`src/rtl/stream_seq_source_if.sv`:
```
// Valid/ready stream port carrying one DATA_W beat per handshake.
// The master drives valid/data and the slave drives ready.
interface stream_seq_source_if #(
  parameter int DATA_W = 8
) ();
  logic              out_valid;
  logic              out_ready;
  logic [DATA_W-1:0] out_data;

  modport master (
    output out_valid,
    output out_data,
    input  out_ready
  );

  modport slave (
    input  out_valid,
    input  out_data,
    output out_ready
  );
endinterface

```
`src/rtl/stream_seq_source.sv`:
```
// Burst generator that emits an arithmetic sequence on a valid/ready stream.
// Supports backpressure, a programmable idle gap between beats, and busy/done/beat-count status.
module stream_seq_source #(
  parameter int DATA_W = 8,
  parameter int LEN_W  = 8
) (
  input  logic                  clk,
  input  logic                  reset_n,
  input  logic                  start,
  input  logic [DATA_W-1:0]     start_value,
  input  logic [DATA_W-1:0]     step,
  input  logic [LEN_W-1:0]      length,
  input  logic [3:0]            gap,
  stream_seq_source_if.master   out,
  output logic                  busy,
  output logic                  done,
  output logic [LEN_W-1:0]      beat_count
);

  localparam logic [1:0] S_IDLE = 2'd0;
  localparam logic [1:0] S_SEND = 2'd1;
  localparam logic [1:0] S_GAP  = 2'd2;
  localparam logic [1:0] S_DONE = 2'd3;

  // Sequence values wrap modulo 2^DATA_W; there is deliberately no saturation.
  function automatic logic [DATA_W-1:0] wrap_add(input logic [DATA_W-1:0] a,
                                                 input logic [DATA_W-1:0] b);
    return a + b;
  endfunction

  logic [1:0]        state_q,    state_d;
  logic [DATA_W-1:0] cur_q,      cur_d;
  logic [LEN_W-1:0]  rem_q,      rem_d;
  logic [LEN_W-1:0]  beat_cnt_q, beat_cnt_d;
  logic [3:0]        gap_cnt_q,  gap_cnt_d;
  logic [DATA_W-1:0] step_q,     step_d;
  logic [3:0]        gap_cfg_q,  gap_cfg_d;

  always_comb begin
    state_d    = state_q;
    cur_d      = cur_q;
    rem_d      = rem_q;
    beat_cnt_d = beat_cnt_q;
    gap_cnt_d  = gap_cnt_q;
    step_d     = step_q;
    gap_cfg_d  = gap_cfg_q;

    case (state_q)
      S_IDLE: begin
        if (start) begin
          step_d     = step;
          gap_cfg_d  = gap;
          cur_d      = start_value;
          rem_d      = length;
          beat_cnt_d = '0;
          state_d    = (length != '0) ? S_SEND : S_DONE;
        end
      end

      S_SEND: begin
        if (out.out_ready) begin
          cur_d      = wrap_add(cur_q, step_q);
          rem_d      = rem_q - LEN_W'(1);
          beat_cnt_d = beat_cnt_q + LEN_W'(1);
          if (rem_q == LEN_W'(1)) begin
            state_d = S_DONE;
          end else if (gap_cfg_q != 4'd0) begin
            state_d   = S_GAP;
            gap_cnt_d = gap_cfg_q;
          end
        end
      end

      // Counter starts at gap and releases on 1, giving exactly gap idle cycles.
      S_GAP: begin
        if (gap_cnt_q == 4'd1) begin
          state_d = S_SEND;
        end else begin
          gap_cnt_d = gap_cnt_q - 4'd1;
        end
      end

      S_DONE: begin
        state_d = S_IDLE;
      end

      default: begin
        state_d = S_IDLE;
      end
    endcase
  end

  always_ff @(posedge clk or negedge reset_n) begin
    if (!reset_n) begin
      state_q    <= S_IDLE;
      cur_q      <= '0;
      rem_q      <= '0;
      beat_cnt_q <= '0;
      gap_cnt_q  <= '0;
    end else begin
      state_q    <= state_d;
      cur_q      <= cur_d;
      rem_q      <= rem_d;
      beat_cnt_q <= beat_cnt_d;
      gap_cnt_q  <= gap_cnt_d;
    end
  end

  // Burst configuration is only consumed outside IDLE, after a start has loaded it.
  always_ff @(posedge clk) begin
    step_q    <= step_d;
    gap_cfg_q <= gap_cfg_d;
  end

  assign out.out_valid = (state_q == S_SEND);
  assign out.out_data  = cur_q;
  assign busy          = (state_q != S_IDLE);
  assign done          = (state_q == S_DONE);
  assign beat_count    = beat_cnt_q;

endmodule

```
`src/flat_wrapper.sv`:
```
// flat-port wrapper written by rule: the top's interface ports become plain ports
module stream_seq_source_flat 
#(
  parameter int DATA_W = 8,
  parameter int LEN_W  = 8
)
  (clk, reset_n, start, start_value, step, length, gap, busy, done, beat_count, out_out_valid, out_out_data, out_out_ready);
  stream_seq_source_if #(.DATA_W(DATA_W)) out_i ();
  input  logic clk;
  input  logic reset_n;
  input  logic start;
  input  logic [DATA_W-1:0] start_value;
  input  logic [DATA_W-1:0] step;
  input  logic [LEN_W-1:0] length;
  input  logic [3:0] gap;
  output logic busy;
  output logic done;
  output logic [LEN_W-1:0] beat_count;
  output wire logic [$bits(out_i.out_valid)-1:0] out_out_valid;
  output wire logic [$bits(out_i.out_data)-1:0] out_out_data;
  input wire logic [$bits(out_i.out_ready)-1:0] out_out_ready;
  assign out_out_valid = out_i.out_valid;
  assign out_out_data = out_i.out_data;
  assign out_i.out_ready = out_out_ready;
  stream_seq_source #(.DATA_W(DATA_W), .LEN_W(LEN_W)) u_core (.clk(clk), .reset_n(reset_n), .start(start), .start_value(start_value), .step(step), .length(length), .gap(gap), .out(out_i), .busy(busy), .done(done), .beat_count(beat_count));
endmodule
```
`config.mk`:
```
export PLATFORM = sky130hd
export DESIGN_NAME = stream_seq_source_flat
export DESIGN_NICKNAME = d
export VERILOG_FILES = /design/src/rtl/stream_seq_source_if.sv /design/src/rtl/stream_seq_source.sv /design/src/flat_wrapper.sv
export SDC_FILE = /design/constraint.sdc
export NUM_CORES = 1
export LEC_CHECK = 0
export CAP_MARGIN = 30
export CELL_PAD_IN_SITES_DETAIL_PLACEMENT = 1
export CELL_PAD_IN_SITES_GLOBAL_PLACEMENT = 1
export CORE_MARGIN = 5
export CORE_UTILIZATION = 38
export DETAILED_ROUTE_END_ITERATION = 8
export PLACE_DENSITY = 0.85
export SETUP_SLACK_MARGIN = 0.5
export SYNTH_ARGS = -nofsm -noshare
export SYNTH_HDL_FRONTEND = slang
export SYNTH_SLANG_ARGS = --single-unit
export TNS_END_PERCENT = 10
```
`constraint.sdc`:
```
create_clock -name clk -period 2.55 [get_ports clk]
set_clock_uncertainty 0.2 [all_clocks]
set_input_delay 0.51 -clock clk [delete_from_list [all_inputs] [get_ports clk]]
set_output_delay 0.51 -clock clk [all_outputs]
set_load 0.005 [all_outputs]
```
After elaboration in Yosys (flattened, before gate mapping)
Index checks and enable logic that the tools add are counted.

word-level totals
  bits in registers = 42
  memory bits (writable) = 0
  output and inout port bits = 19
  bits in read-only memories = 0
  bits in latches = 0
  input bits = 32
  word-level logic and storage cells = 54
  memories = 0

cells by class
  reduce and logical (&&, ||, !) cells = 10
  divide/modulo/power cells = 0
  bitwise operators = 0
  equality and inequality tests = 12
  $mul = 0
  mux-type cells = 21
  shifts and indexed selects = 0
  $lt $le $gt $ge = 0
  $add $sub $neg = 4

operators by type and width
  operator                                                                number
  8-bit 2-to-1 mux                                                        6
  8-bit one-hot mux with 2 select lines                                   3
  4-bit 2-to-1 mux                                                        4
  2-bit 2-to-1 mux                                                        6
  8-bit by 1-bit adder with 8-bit output (second input constant)          1
  8-bit adder                                                             1
  8-bit by 1-bit equality test with 1-bit output (second input constant)  1
  2-bit one-hot mux with 4 select lines                                   1
  4-bit one-hot mux with 2 select lines                                   1
  8-bit nonzero test                                                      1
  8-bit by 1-bit subtractor with 8-bit output (second input constant)     1
  2-bit by 1-bit != test with 1-bit output (second input constant)        3
  2-bit != test (second input constant)                                   3
  2-bit nonzero test                                                      3
  5-bit AND reduction                                                     1
  2-bit equality test (second input constant)                             2
  4-bit by 1-bit equality test with 1-bit output (second input constant)  1
  4-bit AND reduction                                                     1
  4-bit nonzero test                                                      1
  4-bit by 1-bit subtractor with 4-bit output (second input constant)     1
  3-bit by 1-bit != test with 1-bit output (second input constant)        1
  3-bit AND reduction                                                     1
  2-bit by 1-bit equality test with 1-bit output (second input constant)  1
  2-bit logical NOT                                                       1
  2-bit AND reduction                                                     1

Logic depth before layout (Yosys ltp)
  depth after elaboration = 5
  gate-level depth with buffers = 8
  depth with buffers taken out = 8

Worst setup path after synthesis
No wires, ideal clock.

  kind = reg2reg
  from = register u_core.state_q[1]
  to = register u_core.gap_cfg_q[0] (enable)
  path slack = 0.441 ns
  data arrival time = 1.520 ns
  cell stages (with the launch flop) = 4
  setup time = 0.389 ns
  buffers on the path = 1
  required time = 1.961 ns
  period minus slack after synthesis = 2.109 ns
  cell sequence = dfrtp_1 -> buf_6 -> or2_2 -> nor2_1

on the way
  word-level cells in the longest chain between the ends = 2

RTL lines
  item                           RTL line                  RTL
  from (decl)                    stream_seq_source.sv:31   logic [1:0] state_q, state_d;
  from (signal assigned)         stream_seq_source.sv:101  state_q <= state_d;
  2-bit logical NOT              stream_seq_source.sv:48   case (state_q)
  2-bit AND reduction (no line)  --
  to (signal assigned)           stream_seq_source.sv:112  gap_cfg_q <= gap_cfg_d;
  to (decl)                      stream_seq_source.sv:37   logic [3:0] gap_cfg_q, gap_cfg_d;

Every way passes these cells.
A chain may end at the register's enable or synchronous reset.

Final worst setup path
  from = register u_core.cur_q[2], in the netlist u_core.out.out_data[2]
  to = register u_core.cur_q[7], in the netlist u_core.out.out_data[7]

on the way
  word-level cells in the longest chain between the ends = 3

RTL lines
  item                                   RTL line                  RTL
  from (decl)                            stream_seq_source.sv:32   logic [DATA_W-1:0] cur_q, cur_d;
  from (signal assigned)                 stream_seq_source.sv:102  cur_q <= cur_d;
  8-bit adder                            stream_seq_source.sv:28   return a + b;
  8-bit 2-to-1 mux                       stream_seq_source.sv:61   if (out.out_ready) begin
  8-bit one-hot mux with 2 select lines  stream_seq_source.sv:48

Every way passes these cells. The select of a mux whose other input is x is not followed.

==> reports/metrics.csv <==
stage,metric,value,unit
logic_synthesis,"FF+latch count, synth",42,
floorplan,core area,5960,µm²
timing,hold_ws,0.343,ns
grt,GRT Residual Overflow,0,
power_and_ir_drop,power per cell area,1180,nW/µm²
cts,CTS Buffer Depth,2,
logic_synthesis,Post-synth ARST share,71.4,%
timing,final worst path period share,88.0,%
logic_synthesis,synth warn,0,
floorplan,Total Die Area,7830,µm²
critical_path,endpoint class of the critical path,register,
floorplan,I/O pin cnt,51,
cts,CTS tree,done,
floorplan,Die W,88.5,µm
routing,final WL,7510,µm
timing,Rel. slew slack,66.6,%
final_layout,area grow syn2layout,38.4,%
placement,GPL Wtd Cong,0.762,
min_path,Hold WC Path Type,reg -> reg,
logic_synthesis,largest cells by area after synthesis,"dfrtp_1 (32%), edfxtp_1 (15%), ha_1 (6.4%)",
routing,WL/cell,19.5,µm
timing,RSZ-0062 raised after global routing,true,
logic_synthesis,Synth Cell Area,2340,µm²
cts,H-tree depth,2,
grt,first-pass GRT wire length,11100,µm
power_and_ir_drop,Max rail drop VDD,0.000461,V
final_layout,"most common cell after layout, fill and taps aside",clkdlybuf4s50_1,
cts,clk_lat worst skew,0.31,ns
timing,Slew @ Worst Pin,0.494,ns
logic_synthesis,Syn Nets,286,
timing,fin crit period,2.24,ns
logic_synthesis,Most used DFF post-synth,dfrtp_1,
timing,Pins Over Slew Limit,0,
cts,Post-CTS Hold Fix Bufs,0,
final_layout,final core occ,54.4,%
critical_path,"critical path fanouts, max",4,
cts,Num CTS Buffers,5,
grt,largest net degree at the start of global routing,31,
final_layout,most frequent cells in the layout,"clkdlybuf4s50_1 (47), dfrtp_1 (28), a21oi_1 (24)",
grt,initial antenna violation count,0,
logic_synthesis,number of synthesized flops with an enable pin,12,
cts,clk slew on worst S/H paths,0.08,ns
final_layout,layout cells sized above 1,15.1,%
critical_path,Worst setup SP type,register,
critical_path,CP Data Required Time,2.58,ns
logic_synthesis,synth unique cells,52,
final_layout,Inserted Diodes,0,
routing,DRT Pass-1 Iters,4,
logic_synthesis,gate count of the mapped netlist,241,
routing,DR iter-0 viols,86,
logic_synthesis,"Seq/Total Area, Yosys",47.5,%
logic_synthesis,Synth area leader,dfrtp_1,
placement,PortBufs,50,
timing,final hold vios,0,
placement,hpwl dp,4610,µm
job,number of max-cap violations,0,
cts,CTS sink cnt,42,
critical_path,Setup CP Type,reg -> reg,
routing,detailed-route via count,2173,
routing,Post-route DRC,0,
final_layout,Post-layout nets,355,
logic_synthesis,mean post-synth cell area,9.71,µm²
floorplan,Core Rows,28,
logic_synthesis,Yosys top cell area share,32.1,%
status,status,finished clean,
routing,vias per cell,5.63,
floorplan,Starting Density,39.3,%
cts,clock root buffer,clkbuf_8,
critical_path,CP arrival,2.28,ns
power_and_ir_drop,leakage,1.36,nW
timing,# setup viols final,0,
grt,vias in the first global route,2268,
critical_path,r2r setup slk,0.31,ns
grt,gr usage total,18.5,%
timing,f_max,446,MHz
routing,Antenna Nets Post-Route,0,
timing,Setup TNS,0,ns
floorplan,Chip Height,88.5,µm
cell usage after synthesis, types with 5 or more instances:
cell / instances
o21ai_0: 6
nor2_1: 24
a21oi_1: 24
and3_1: 5
buf_2: 6
o21ai_1: 16
inv_1: 9
nand3_1: 7
ha_1: 12
xor2_1: 5
nor3_1: 5
dfrtp_1: 30
nand2_1: 21
edfxtp_1: 12
critical path, stage by stage (launching register included):
cell      delay [ns]
dfrtp_1         0.40
ha_1            0.35
a21oi_1         0.32
a211oi_1        0.15
or3_1           0.41
a21oi_1         0.21
nand3b_1        0.15
state kept, by name (all words and copies together), names as in the netlist:
signal,count
u_core.rem_q,8
u_core.gap_cfg_q,4
u_core.beat_count,8
u_core.out.out_data,8
u_core.step_q,8
u_core.gap_cnt_q,4
u_core.state_q,2
power by group:
part | switching (mW) | total, mW | internal, mW
combinational | 1.09 | 2.05 | 0.961
clock | 0.248 | 0.596 | 0.348
sequential | 0.239 | 1.18 | 0.940
total | 1.57 | 3.82 | 2.25
worst paths after layout:
check	from	endpoint	cells past startpoint
max in group asynchronous	reset_n	u_core.state_q[0]	2
setup / recovery	u_core.out.out_data[2]	u_core.out.out_data[7]	6
hold / removal	u_core.out.out_data[2]	u_core.out.out_data[2]	2
setup reg to reg	u_core.out.out_data[2]	u_core.out.out_data[7]	6
hold reg to reg	u_core.out.out_data[2]	u_core.out.out_data[2]	2
min in group asynchronous	reset_n	u_core.rem_q[4]	2
repair_timing:
item / in CTS / in global routing
buffers inserted: 8 / 8
gates resized for setup: 6 / 6
pin swaps: 0 / 1
setup endpoints to repair: 7 / 17
metrics by stage:
stage                     area, µm²  total power, mW  setup WS (ns)  cells
after floorplan                2340             2.26          0.591    241
after global placement         2950             2.81          0.209    362
after detailed placement       2950             2.90          0.119    362
after CTS                      3140             3.62          0.371    378
after global routing           3240             4.06          0.232    386
final                          3240             3.82          0.305    386
layer usage:
layer  vias to the layer above  track usage, %  routed length, µm
li1                       1014               -                  -
met1                      1086            22.1               3100
met2                        50            32.5               3900
met3                        23            3.07                257
met4                         0            8.24                246
met5                         -               0                  0
final cells by class:
cell class                 count  area, µm²
sequential                    42       1110
clock inverter                 2       33.8
inverter                      10       37.5
multi-input combinational    179       1160
clock buffer                   6       93.8
timing repair buffer          72        703
fill                         696       2720
tap                           75       93.8
cell families after synthesis:
kind of cell,count (synthesis),share of synthesized area [%]
fa+ha+maj,13,7.27
simple gates,87,19.1
buf+inv,20,4.17
flops,42,47.5
mux,1,0.588
xor+xnor,7,2.62
compound gates,71,18.8
Power figures use the tool's default switching activity.
